--- src/rtl/mem_stage_ctrl_if.sv ---
// EX/MEM memory-control fields and the data-memory request/ready channel.
// slave = the MEM-stage sequencer; master = the pipeline/memory side driving it.
interface mem_stage_ctrl_if;
   logic        MemRead_in;
   logic        MemWrite_in;
   logic [1:0]  BHW_in;
   logic        DataMemExtendSign_in;
   logic [31:0] Addr_in;
   logic [31:0] WriteData_in;
   logic        mem_ready;
   logic [31:0] mem_rdata;
   logic        mem_req;
   logic        mem_we;
   logic [31:0] mem_addr;
   logic [3:0]  mem_be;
   logic [31:0] mem_wdata;
   logic [31:0] ReadData_out;
   logic        Stall_out;
   logic        Fault_out;

   modport slave (
      input  MemRead_in, MemWrite_in, BHW_in, DataMemExtendSign_in, Addr_in, WriteData_in,
      input  mem_ready, mem_rdata,
      output mem_req, mem_we, mem_addr, mem_be, mem_wdata, ReadData_out, Stall_out, Fault_out
   );

   modport master (
      output MemRead_in, MemWrite_in, BHW_in, DataMemExtendSign_in, Addr_in, WriteData_in,
      output mem_ready, mem_rdata,
      input  mem_req, mem_we, mem_addr, mem_be, mem_wdata, ReadData_out, Stall_out, Fault_out
   );
endinterface

--- src/rtl/mem_stage_ctrl.sv ---
// MEM-stage data-memory sequencer: one req/ready access per load/store, byte/half/word lanes, load extension.
// Stalls from the request cycle until mem_ready (min 1 cycle); misaligned/illegal/timeout end in a 1-cycle Fault pulse.
module mem_stage_ctrl #(
   parameter int unsigned TIMEOUT_CYCLES = 255
) (
   input  logic             clk,
   input  logic             rst,
   mem_stage_ctrl_if.slave  bus
);
   typedef enum logic [1:0] {S_IDLE, S_WAIT, S_DONE, S_FAULT} state_t;

   localparam logic [7:0] CNT_LAST = 8'(TIMEOUT_CYCLES - 1);

   state_t      state_q, state_d;
   logic [7:0]  cnt_q, cnt_d;
   logic [31:0] rdata_q, rdata_d;

   logic        is_half, is_byte, pending, illegal, misaligned;
   logic        req, stall, fault;
   logic [3:0]  be_raw;
   logic [31:0] wdata_raw, load_ext;
   logic [7:0]  ld_byte;
   logic [15:0] ld_half;

   assign is_half    = (bus.BHW_in == 2'b01);
   assign is_byte    = (bus.BHW_in == 2'b10);
   assign pending    = bus.MemRead_in | bus.MemWrite_in;
   assign illegal    = bus.MemRead_in & bus.MemWrite_in;
   assign misaligned = is_half ? bus.Addr_in[0] : (!is_byte && bus.Addr_in[1:0] != 2'b00);

   // Little-endian lanes: byte at offset n lives in bits 8n+7:8n.
   assign ld_byte = bus.mem_rdata[{bus.Addr_in[1:0], 3'b000} +: 8];
   assign ld_half = bus.mem_rdata[{bus.Addr_in[1], 4'b0000} +: 16];

   always_comb begin
      be_raw    = 4'hF;
      wdata_raw = bus.WriteData_in;
      load_ext  = bus.mem_rdata;
      if (is_byte) begin
         be_raw    = 4'b0001 << bus.Addr_in[1:0];
         wdata_raw = {4{bus.WriteData_in[7:0]}};
         load_ext  = {{24{bus.DataMemExtendSign_in & ld_byte[7]}}, ld_byte};
      end else if (is_half) begin
         be_raw    = bus.Addr_in[1] ? 4'b1100 : 4'b0011;
         wdata_raw = {2{bus.WriteData_in[15:0]}};
         load_ext  = {{16{bus.DataMemExtendSign_in & ld_half[15]}}, ld_half};
      end
   end

   always_comb begin
      state_d = state_q;
      cnt_d   = cnt_q;
      rdata_d = rdata_q;
      req     = 1'b0;
      stall   = 1'b0;
      fault   = 1'b0;
      case (state_q)
         S_IDLE: begin
            if (pending) begin
               stall = 1'b1;
               if (illegal || misaligned) begin
                  state_d = S_FAULT;
                  rdata_d = '0;
               end else begin
                  req = 1'b1;
                  if (bus.mem_ready) begin
                     state_d = S_DONE;
                     if (bus.MemRead_in) rdata_d = load_ext;
                  end else begin
                     state_d = S_WAIT;
                     cnt_d   = '0;
                  end
               end
            end
         end
         S_WAIT: begin
            req   = 1'b1;
            stall = 1'b1;
            if (bus.mem_ready) begin
               state_d = S_DONE;
               if (bus.MemRead_in) rdata_d = load_ext;
            end else if (cnt_q == CNT_LAST) begin
               state_d = S_FAULT;
               rdata_d = '0;
            end else begin
               cnt_d = cnt_q + 8'd1;
            end
         end
         S_DONE:  state_d = S_IDLE;
         S_FAULT: begin
            fault   = 1'b1;
            state_d = S_IDLE;
         end
         default: state_d = S_IDLE;
      endcase
   end

   always_ff @(posedge clk) begin
      if (rst) begin
         state_q <= S_IDLE;
         cnt_q   <= '0;
         rdata_q <= '0;
      end else begin
         state_q <= state_d;
         cnt_q   <= cnt_d;
         rdata_q <= rdata_d;
      end
   end

   // Reset forces every combinational output low, abandoning any request in flight.
   assign bus.mem_req      = req & ~rst;
   assign bus.mem_we       = req & bus.MemWrite_in & ~rst;
   assign bus.Stall_out    = stall & ~rst;
   assign bus.Fault_out    = fault & ~rst;
   assign bus.mem_addr     = rst ? 32'd0 : {bus.Addr_in[31:2], 2'b00};
   assign bus.mem_be       = (rst || !pending) ? 4'd0 : be_raw;
   assign bus.mem_wdata    = rst ? 32'd0 : wdata_raw;
   assign bus.ReadData_out = rdata_q;
endmodule

--- src/flat_wrapper.sv ---
// flat-port wrapper written by rule: the top's interface ports become plain ports
module mem_stage_ctrl_flat 
#(
   parameter int unsigned TIMEOUT_CYCLES = 255
)
  (clk, rst, bus_MemRead_in, bus_MemWrite_in, bus_BHW_in, bus_DataMemExtendSign_in, bus_Addr_in, bus_WriteData_in, bus_mem_ready, bus_mem_rdata, bus_mem_req, bus_mem_we, bus_mem_addr, bus_mem_be, bus_mem_wdata, bus_ReadData_out, bus_Stall_out, bus_Fault_out);
  mem_stage_ctrl_if bus_i ();
  input  logic clk;
  input  logic rst;
  input wire logic [$bits(bus_i.MemRead_in)-1:0] bus_MemRead_in;
  input wire logic [$bits(bus_i.MemWrite_in)-1:0] bus_MemWrite_in;
  input wire logic [$bits(bus_i.BHW_in)-1:0] bus_BHW_in;
  input wire logic [$bits(bus_i.DataMemExtendSign_in)-1:0] bus_DataMemExtendSign_in;
  input wire logic [$bits(bus_i.Addr_in)-1:0] bus_Addr_in;
  input wire logic [$bits(bus_i.WriteData_in)-1:0] bus_WriteData_in;
  input wire logic [$bits(bus_i.mem_ready)-1:0] bus_mem_ready;
  input wire logic [$bits(bus_i.mem_rdata)-1:0] bus_mem_rdata;
  output wire logic [$bits(bus_i.mem_req)-1:0] bus_mem_req;
  output wire logic [$bits(bus_i.mem_we)-1:0] bus_mem_we;
  output wire logic [$bits(bus_i.mem_addr)-1:0] bus_mem_addr;
  output wire logic [$bits(bus_i.mem_be)-1:0] bus_mem_be;
  output wire logic [$bits(bus_i.mem_wdata)-1:0] bus_mem_wdata;
  output wire logic [$bits(bus_i.ReadData_out)-1:0] bus_ReadData_out;
  output wire logic [$bits(bus_i.Stall_out)-1:0] bus_Stall_out;
  output wire logic [$bits(bus_i.Fault_out)-1:0] bus_Fault_out;
  assign bus_i.MemRead_in = bus_MemRead_in;
  assign bus_i.MemWrite_in = bus_MemWrite_in;
  assign bus_i.BHW_in = bus_BHW_in;
  assign bus_i.DataMemExtendSign_in = bus_DataMemExtendSign_in;
  assign bus_i.Addr_in = bus_Addr_in;
  assign bus_i.WriteData_in = bus_WriteData_in;
  assign bus_i.mem_ready = bus_mem_ready;
  assign bus_i.mem_rdata = bus_mem_rdata;
  assign bus_mem_req = bus_i.mem_req;
  assign bus_mem_we = bus_i.mem_we;
  assign bus_mem_addr = bus_i.mem_addr;
  assign bus_mem_be = bus_i.mem_be;
  assign bus_mem_wdata = bus_i.mem_wdata;
  assign bus_ReadData_out = bus_i.ReadData_out;
  assign bus_Stall_out = bus_i.Stall_out;
  assign bus_Fault_out = bus_i.Fault_out;
  mem_stage_ctrl #(.TIMEOUT_CYCLES(TIMEOUT_CYCLES)) u_core (.clk(clk), .rst(rst), .bus(bus_i));
endmodule
--- config.mk ---
export PLATFORM = sky130hd
export DESIGN_NAME = mem_stage_ctrl_flat
export DESIGN_NICKNAME = d
export VERILOG_FILES = /design/src/rtl/mem_stage_ctrl_if.sv /design/src/rtl/mem_stage_ctrl.sv /design/src/flat_wrapper.sv
export SDC_FILE = /design/constraint.sdc
export NUM_CORES = 1
export LEC_CHECK = 0
export CAP_MARGIN = 15
export CORE_MARGIN = 3
export CORE_UTILIZATION = 40
export DETAILED_ROUTE_END_ITERATION = 12
export PLACE_DENSITY = 0.91
export SYNTH_ARGS = -nofsm -noshare
export SYNTH_HDL_FRONTEND = slang
export SYNTH_SLANG_ARGS = --single-unit
export TNS_END_PERCENT = 5
--- constraint.sdc ---
create_clock -name clk -period 6.3 [get_ports clk]
set_input_delay 1.26 -clock clk [delete_from_list [all_inputs] [get_ports clk]]
set_output_delay 1.26 -clock clk [all_outputs]
set_load 0.02 [all_outputs]
==> impl_results.md, run 1 <==
- Setup CP Type: in -> out
- Hold slack final: around 0.47 ns
- Buffer depth of the longest clock path: 2
- Netlist cell types: 47
- Die width: 95.4 um
- Net Sw Power: ~270 uW
- Max_cap viols: 0
- Combinational Power Share: 0.405
- Hpwl dp: 9440 um
- Die area: 0.00910 sq mm
- Tightest Pin Transition: 0.888 ns
- Share of post-route cells with drive strength above 1: 0.0554
- Kind of end point of the critical path: output port
- DR vias/cell: roughly 5.5
- Leakage dissipation: 0.00200 uW
- CTS resizes: 0
- Hold Path Class: reg -> reg
- Remaining DRCs: 0
- Overflow after GRT: 0
- Seq/Total Area, Yosys: 0.263
- GP Congestion: 0.906
- CTS tree: done
- Final period util: 0.838
- Synth Area in Simple Gates: 0.266
- Num CTS Buffers: 5
- Status: finished, final reports clean
- CP Data Arrival Time: approximately 4 ns
- Core ar.: 0.00749 sq mm
- Adder-cell share of the synthesized area: 0.00782
- Fin crit period: between 5 and 6 ns
- Reg power frac: 0.339
- I/O pin count: roughly 210
- Worst Skew: just under 0.006 ns
- Max VDD drop: around 0.12 mV
- Ys flop type: dfxtp_1
- Async S/R FF share, synth: 0
- Data required, critical path: roughly 5 ns
- Setup_tns: 0 ns
- First-pass GRT wire length: 17800 um
- Number of synthesized flops with an enable pin: 0
- Clk pwr share: 0.256
- GRT Total Usage: 0.244
- Crit path launch type: input port
- Multiplexer share of the synthesized area: 0.106
- WL/cell: around 17 um
- # setup viols final: 0
- Worst-path clk slew: approximately 0.080 ns
- Flops & latches, synth: 42
- Yosys warning total: 0
- Clock latency on the worst-skew pair: ~0.3 ns
- CP Cell Sequence: buf_2 > nand2b_1 > nand2_1 > a21oi_1 > clkdlybuf4s50_1
- # diodes: 0
- RSZ-0062 raised after global routing: no
- Die Height: about 95 um
- Final hold vios: 0
- Antenna violations before repair: 1
- CP max stage delay: 0.65 ns
- Setup repair bufs after CTS: 0
- Root Buffer: clkbuf_8
- I/O Buffers: around 200
- P&R area growth vs syn: 66.7%
- Vias in the first global route: between 3000 and 4000
- Synthesized cell area: 0.00320 sq mm
- CTS Hold Bufs: 0
- Clk sinks: 42
- Compound-gate portion of the synthesized area: 0.281
- Final ANT Viol Nets: 0
- Initial Util: 0.427
- Drt total wl: ~12000 um
- Critical-path top delay cell: clkdlybuf4s50_1
- Mapped Cells: between 400 and 500
- H-tree levels: 2
- Max_slew headroom: 0.407
- Largest net degree at the start of global routing: 71
- Post-synthesis xor/xnor area fraction: 0.00274
- DR iter-0 viols: 220
- Internal: about 560 uW
- PD cells: about 160 mW/mm^2
- DR vias: between 3000 and 4000
- Post-layout nets: 701
- Fmax: 0.189 GHz
- Switching Fraction: 0.326
- TritonRoute pass-1 iters: 5
- Fin. max-slew vios: 0
- Main combinational cell family by area after synthesis: compound AO/OA/AOI/OAI gates
- Syn avg cell area: roughly 7.7 sq um
- Crit path max fanout: 52
- Num rows: 31
[logic make-up (layout without fill, tap and decap cells)]
logic type,count (synthesis),after routing
simple gates,167,167
compound gates,126,126
buf+inv,49,231
flops,42,42
mux,25,25
fa+ha+maj,2,2
other cells,1,2
xor+xnor,1,1
[state kept, by name (all words and copies together) (netlist names)]
register                 flops
u_core.bus.ReadData_out     32
u_core.cnt_q                 8
u_core.state_q               2
[worst max-delay path, delay by kind of cell]
| family | cells | cell delay [ns] |
|---|---|---|
| AND/OR/NAND/NOR | 2 | 1.08 |
| AO/OA/AOI/OAI | 1 | 0.37 |
| buffers and inverters | 2 | 1.28 |
[metal layers]
metal | wire (um) | track usage | vias up
li1 | - | - | 1852
met1 | 4760 | 0.318 | 1800
met2 | 6010 | 0.404 | 162
met3 | 930 | 0.0568 | 27
met4 | 320 | 0.0664 | 2
met5 | 7 | 0 | -
[worst paths after layout]
path | startpoint | end | slack (ns) | cells past startpoint
setup / recovery | bus_BHW_in[0] | bus_mem_be[0] | 1.02 | 5
hold / removal | u_core.bus.ReadData_out[27]$_SDFFE_PP0P_ | u_core.bus.ReadData_out[27]$_SDFFE_PP0P_ | 0.47 | 1
setup reg to reg | u_core.cnt_q[0]$_SDFFE_PP0P_ | u_core.cnt_q[7]$_SDFFE_PP0P_ | 4.08 | 7
hold reg to reg | u_core.bus.ReadData_out[27]$_SDFFE_PP0P_ | u_core.bus.ReadData_out[27]$_SDFFE_PP0P_ | 0.47 | 1
[area by class of cell]
type	instances	area, sq um
Clock inverter	2	37.5
Timing Repair Buffer	210	2070
Fill cell	568	2150
Multi-Input combinational cell	323	2130
Tap cell	99	124
Inverter	13	48.8
Sequential cell	42	841
Clock buffer	6	72.6
[power by group through the flow]
| stage | registers (uW) | clock network (uW) | logic, uW |
|---|---|---|---|
| floorplan | 297 | 0 | 164 |
| global placement | 290 | 0 | 331 |
| detailed placement | 290 | 0 | 338 |
| CTS | 284 | 217 | 340 |
| global route | 285 | 226 | 363 |
| finish | 284 | 214 | 340 |
[synth_stat cells (all sizes together) (11+ instances only)]
| master | instances | area share |
|---|---|---|
| dfxtp | 42 | 0.26 |
| a31oi | 11 | 0.022 |
| buf | 16 | 0.033 |
| nor2b | 49 | 0.098 |
| o2bb2ai | 16 | 0.044 |
| a211oi | 16 | 0.039 |
| o21ai | 17 | 0.027 |
| inv | 13 | 0.015 |
| nand2b | 12 | 0.023 |
| nor2 | 38 | 0.045 |
| a21oi | 25 | 0.039 |
| nand2 | 44 | 0.052 |
| mux2i | 16 | 0.050 |
| clkbuf | 20 | 0.023 |
[per-stage QoR]
stage	area [sq um]	power, uW	setup WS (ns)	instances	utilization
2_1_floorplan	3200	461	2.34	414	-
3_3_place_gp	5220	621	1.20	687	0.698
3_5_place_dp	5220	628	1.07	687	0.698
4_1_cts	5330	840	1.07	695	0.712
5_1_grt	5330	874	0.742	695	0.712
6_report	5330	838	1.02	695	0.712
[layout by cell type (no fill, tap or decap), drive strengths merged, types with 10 or more instances in the layout]
cell type        n
a211oi          16
a21oi           25
a31oi           11
clkdlybuf4s50  202
dfxtp           42
inv             13
mux2i           16
nand2           44
nand2b          12
nor2            38
nor2b           49
o211ai          10
o21ai           17
o2bb2ai         16
No activity file was read; power rests on OpenSTA's default activity.
==> run 2, diff against run 1 <==
--- a/config.mk
+++ b/config.mk
@@ -7,9 +7,9 @@
 export LEC_CHECK = 0
 export CAP_MARGIN = 15
 export CORE_MARGIN = 3
-export CORE_UTILIZATION = 40
+export CORE_UTILIZATION = 37
 export DETAILED_ROUTE_END_ITERATION = 12
-export PLACE_DENSITY = 0.91
+export PLACE_DENSITY = 0.85
 export SYNTH_ARGS = -nofsm -noshare
 export SYNTH_HDL_FRONTEND = slang
 export SYNTH_SLANG_ARGS = --single-unit
==> constraint.sdc (replaced) <==
create_clock -name clk -period 5.3 [get_ports clk]
set_input_delay 1.06 -clock clk [delete_from_list [all_inputs] [get_ports clk]]
set_output_delay 1.06 -clock clk [all_outputs]
set_load 0.02 [all_outputs]
==> run 2 against run 1 <==
Die area is 7.6% higher; power is 15% higher; sequential power is 19% higher; design area hardly changed; via count is 0.73% higher; flip-flop and latch count stayed put; critical path depth is 2 higher; largest power group unchanged; highest routed layer is now met4.
==> impl_results.md, run 2 (synthesis gave the netlist of run 1 again) <==
- Worst-path clk slew: around 0.080 ns
- Hpwl dp: slightly above 10000 um
- Buffer depth of the longest clock path: 2
- DR vias: 3871
- Initial Util: 0.385
- PD cells: about 180 mW/mm^2
- Combinational Power Share: 0.428
- Leakage dissipation: ~0.002 uW
- H-tree levels: 2
- Setup_tns: 0 ns
- Clk pwr share: 0.221
- Core ar.: slightly above 0.008 sq mm
- CTS resizes: 0
- Overflow after GRT: 0
- Drt total wl: between 10000 and 15000 um
- RSZ-0062 raised after global routing: no
- Crit path max fanout: 25
- Critical path launch point: bus_BHW_in[1]
- DR vias/cell: 5.51
- Kind of end point of the critical path: output port
- Root Buffer: clkbuf_8
- Remaining DRCs: 0
- # diodes: 0
- Max_slew headroom: 0.573
- Fin. max-slew vios: 0
- Tightest Pin Transition: about 0.64 ns
- Share of post-route cells with drive strength above 1: 0.0602
- Num rows: 33
- Largest net degree at the start of global routing: 64
- First-pass GRT wire length: 19700 um
- Multi-input gate area: 0.00213 sq mm
- CTS tree: done
- Critical-path top delay cell: clkdlybuf4s50_1
- # setup viols final: 0
- Worst Hold Launch: u_core.bus.ReadData_out[16]$_SDFFE_PP0P_
- Fin crit period: about 4.3 ns
- Internal: approximately 620 uW
- GRT Total Usage: 0.252
- DR iter-0 viols: around 250
- Final ANT Viol Nets: 0
- Commonest cells after routing, fill and taps aside: clkdlybuf4s50_1, nor2b_1, nand2_1, dfxtp_1, nor2_1
- Reg power frac: 0.351
- Die width: a little under 100 um
- Reg area: between 800 and 900 sq um
- CP Cell Sequence: buf_2 > nand2b_1 > nand2_1 > buf_4 > nand2_1 > a21oi_1 > clkdlybuf4s50_1
- Reg2reg start: u_core.cnt_q[0]$_SDFFE_PP0P_
- Worst Skew: approximately 0.0071 ns
- Final hold vios: 0
- Die area: approximately 0.0098 sq mm
- CP max stage delay: between 0.6 and 0.7 ns
- Setup repair bufs after CTS: 0
- I/O pin count: between 200 and 250
- Post-layout nets: about 700
- Antenna violations before repair: 0
- TritonRoute pass-1 iters: 5
- Most used cell, CP: nand2_1
- Setup CP Type: in -> out
- Max_cap viols: 0
- CTS Hold Bufs: 0
- Clock latency on the worst-skew pair: 0.31 ns
- CP Data Arrival Time: approximately 3.3 ns
- Switching Fraction: 0.351
- Finished Core Util: 0.643
- Data required, critical path: ~4.2 ns
- P&R area growth vs syn: 66.8%
- Die Height: 99.0 um
- Crit path launch type: input port
- Clk sinks: between 40 and 50
- Final period util: 0.816
- Filler instances: between 700 and 800
- I/O Buffers: 205
- WL/cell: 18.4 um
- Net Sw Power: 337 uW
- GP Congestion: 0.912
- Hold Path Class: reg -> reg
- Max reg flops: 32
- Num CTS Buffers: 5
- Vias in the first global route: around 3700
- Fmax: between 0.2 and 0.25 GHz
- Status: finished, final reports clean
- Max VDD drop: between 0.09 and 0.1 mV
- Most common cell after layout, fill and taps aside: clkdlybuf4s50_1
==> run 2: through the flow <==
stage	std cells	cell area, sq um	hold WS [ns]	total power (uW)	setup WS [ns]
floorplan	414	3200	0.452	548	1.74
global route	703	5340	0.484	1010	0.789
CTS	703	5340	0.471	959	0.999
detailed placement	695	5250	0.452	751	1.01
global placement	695	5250	0.448	743	1.06
finish	703	5340	0.469	962	0.973
==> run 2: metal layers <==
metal | wire, um | vias up | track usage
li1 | - | 1854 | -
met1 | 5390 | 1796 | 0.345
met2 | 6220 | 199 | 0.403
met3 | 1060 | 22 | 0.0488
met4 | 279 | 0 | 0.0746
met5 | 0 | - | 0
==> run 2: area by class of cell <==
class / count / area share
flip-flops and latches: 42 / 0.158
inverters: 13 / 0.00915
repair buffers: 212 / 0.392
clock buffers: 5 / 0.0129
clock inverters: 3 / 0.00399
well taps: 105 / 0.0246
multi-input cells: 323 / 0.400
==> run 2: power groups by stage <==
stage                     combinational [uW]  clock, uW  sequential [uW]
after global placement                   399          0              344
after global routing                     437        230              339
after floorplan                          194          0              353
final                                    412        213              338
after CTS                                409        213              337
after detailed placement                 406          0              345
==> run 2: worst paths after layout <==
| check | end | slack, ns | cells past startpoint |
|---|---|---|---|
| setup / recovery | bus_mem_wdata[22] | 0.97 | 7 |
| hold / removal | u_core.bus.ReadData_out[16]$_SDFFE_PP0P_ | 0.47 | 1 |
| setup reg to reg | u_core.cnt_q[7]$_SDFFE_PP0P_ | 3.07 | 7 |
| hold reg to reg | u_core.bus.ReadData_out[16]$_SDFFE_PP0P_ | 0.47 | 1 |
==> run 2: critical path: cells and delay by family <==
family                 cells  cell delay [ns]
buffers and inverters      3             1.32
and+or+nand+nor            3             0.68
AOI/OAI and AO/OA          1             0.20
==> run 3, diff against run 2 <==
--- a/config.mk
+++ b/config.mk
@@ -7,9 +7,9 @@
 export LEC_CHECK = 0
 export CAP_MARGIN = 15
 export CORE_MARGIN = 3
-export CORE_UTILIZATION = 37
+export CORE_UTILIZATION = 33
 export DETAILED_ROUTE_END_ITERATION = 12
-export PLACE_DENSITY = 0.85
+export PLACE_DENSITY = 0.8
 export SYNTH_ARGS = -nofsm -noshare
 export SYNTH_HDL_FRONTEND = slang
 export SYNTH_SLANG_ARGS = --single-unit
==> constraint.sdc (replaced) <==
create_clock -name clk -period 3.55 [get_ports clk]
set_input_delay 0.71 -clock clk [delete_from_list [all_inputs] [get_ports clk]]
set_output_delay 0.71 -clock clk [all_outputs]
set_load 0.02 [all_outputs]
==> run 3 against run 2 <==
First-iteration DRC count fell by 6.8%; sequential power rose by 49%; final cell count grew 4.7%; largest power group unchanged; sequential share of layout area fell by 0.38 points; critical path depth down 1; count of clock-buffer cells in the layout up 1; clock power up 78%; non-clock buffer count up 9; routed wire length shrank 4.2%.
==> impl_results.md, run 3 (synthesis gave the netlist of run 1 again) <==
- Filler instances: between 800 and 900
- Core ar.: around 0.0093 sq mm
- Reg2reg path depth: 6
- Largest net degree at the start of global routing: 64
- Setup repair bufs after CTS: 0
- Most used cell, CP: clkdlybuf4s50_1
- Num rows: 35
- Crit path launch type: input port
- Leakage dissipation: 0.00206 uW
- Die area: roughly 0.011 sq mm
- I/O pin count: approximately 210
- Data required, critical path: 2.84 ns
- GRT Total Usage: 0.221
- Worst Hold Launch: u_core.bus.ReadData_out[17]$_SDFFE_PP0P_
- Initial Util: 0.343
- Hpwl dp: 9720 um
- Max_cap viols: 0
- Fin. max-slew vios: 0
- Kind of end point of the critical path: output port
- DR vias: between 3000 and 4000
- # setup viols final: 0
- Setup_tns: 0 ns
- First-pass GRT wire length: 20000 um
- Fmax: between 0.2 and 0.3 GHz
- Final hold vios: 0
- Clk sinks: 42
- Tightest Pin Transition: about 0.64 ns
- Most common cell after layout, fill and taps aside: clkdlybuf4s50_1
- CP max stage delay: 0.60 ns
- Reg2Reg Setup Slack: ~1.3 ns
- Vias in the first global route: 3848
- Fin crit period: between 3 and 4 ns
- PD cells: about 270 mW/mm^2
- DR iter-0 viols: ~230
- Worst Skew: around 0.013 ns
- Max VDD drop: roughly 0.22 mV
- Worst-path clk slew: ~0.090 ns
- CTS tree: done
- Antenna violations before repair: 0
- Max_slew headroom: 0.570
- Crit path max fanout: 6
- Final std cells w/o fill: 736
- Setup CP Type: in -> out
- RSZ-0062 raised after global routing: no
- Min-Delay Path Depth: 1
- CTS Hold Bufs: 0
- Post-layout nets: just over 700
- Clock latency on the worst-skew pair: ~0.30 ns
- Hold Path Class: reg -> reg
- Max reg flops: 32
- DR vias/cell: 5.24
- I/O Buffers: 205
- Share of post-route cells with drive strength above 1: 0.0725
- WL/cell: between 15 and 20 um
- CP Data Arrival Time: between 2 and 3 ns
- Worst r2r dst: u_core.bus.ReadData_out[23]$_SDFFE_PP0P_
- P&R area growth vs syn: 70.9%
- CP Cell Sequence: clkdlybuf4s50_1 > nor3_1 > or3_1 > a21oi_1 > and2_1 > clkdlybuf4s50_1
- Buffer depth of the longest clock path: 2
- Reg2reg start: u_core.state_q[0]$_SDFFE_PP0P_
- Die Height: between 100 and 150 um
- Final period util: 0.960
- Drt total wl: 12400 um
- Final ANT Viol Nets: 0
- Hold slack final: approximately 0.47 ns
- Remaining DRCs: 0
- Root Buffer: clkbuf_8
- Hold Path End: u_core.bus.ReadData_out[17]$_SDFFE_PP0P_
- TritonRoute pass-1 iters: 4
- Num CTS Buffers: 5
- H-tree levels: 2
- Status: finished, final reports clean
- Die width: ~100 um
- GP Congestion: 0.901
- Critical-path top delay cell: clkdlybuf4s50_1
- Placed insts: about 730
- Commonest cells after routing, fill and taps aside: clkdlybuf4s50_1, nor2b_1, nand2_1, dfxtp_1, nor2_1
- # diodes: 0
- Overflow after GRT: 0
- CTS resizes: 0
## run 3: cell types whose count changed in the layout (fill, tap and decap cells not counted)
| cell | previous run | this run |
|---|---|---|
| clkinv_2 | 1 | 0 |
| clkbuf_1 | 0 | 1 |
| clkinv_4 | 1 | 0 |
| bufinv_16 | 0 | 1 |
| buf_12 | 0 | 1 |
| buf_4 | 7 | 15 |
## run 3: critical path: cells and delay by family
family | cells | cell delay (ns)
AO/OA/AOI/OAI | 1 | 0.18
AND/OR/NAND/NOR | 3 | 0.63
buffers and inverters | 2 | 1.18
## run 3: area by class of cell
type	instances	area, sq um	area share
repair buffers	221	2170	0.397
multi-input cells	323	2130	0.391
flip-flops and latches	42	841	0.154
well taps	129	161	0.0295
clock buffers	6	72.6	0.0133
inverters	13	48.8	0.00893
clock inverters	2	37.5	0.00687
## run 3: worst max path at each step
stage	start	endpoint	slack, ns	cells after the start
floorplan	bus_BHW_in[1]	bus_mem_wdata[24]	0.69	5
global placement	bus_MemRead_in	bus_mem_we	0.19	6
detailed placement	bus_MemRead_in	bus_mem_we	0.16	6
CTS	bus_MemRead_in	bus_mem_we	0.15	6
global route	bus_MemRead_in	bus_mem_be[0]	0.01	6
finish	bus_MemRead_in	bus_mem_we	0.14	6
## run 3: report_power, final
part | switching, uW | total (uW) | leakage, uW | internal (uW)
clock network | 170 | 380 | 0.0000514 | 210
logic | 304 | 618 | 0.00166 | 314
registers | 15.0 | 504 | 0.000340 | 489
total | 489 | 1500 | 0.00206 | 1010
## run 3: routing by layer
layer | routed length, um | track usage | vias to the layer above | share of wire
li1 | - | - | 1873 | -
met1 | 5060 | 0.271 | 1829 | 0.41
met2 | 6220 | 0.378 | 135 | 0.50
met3 | 954 | 0.0627 | 16 | 0.077
met4 | 176 | 0.0617 | 0 | 0.014
met5 | 0 | 0 | - | 0
## run 3: per-stage QoR
| stage | utilization | area [sq um] | setup WS (ns) | total power, uW |
|---|---|---|---|---|
| 6_report | 0.586 | 5470 | 0.143 | 1500 |
| 5_1_grt | 0.586 | 5470 | 0.0140 | 1580 |
| 4_1_cts | 0.586 | 5470 | 0.146 | 1510 |
| 3_5_place_dp | 0.574 | 5360 | 0.155 | 1130 |
| 3_3_place_gp | 0.574 | 5360 | 0.186 | 1120 |
| 2_1_floorplan | - | 3200 | 0.692 | 818 |
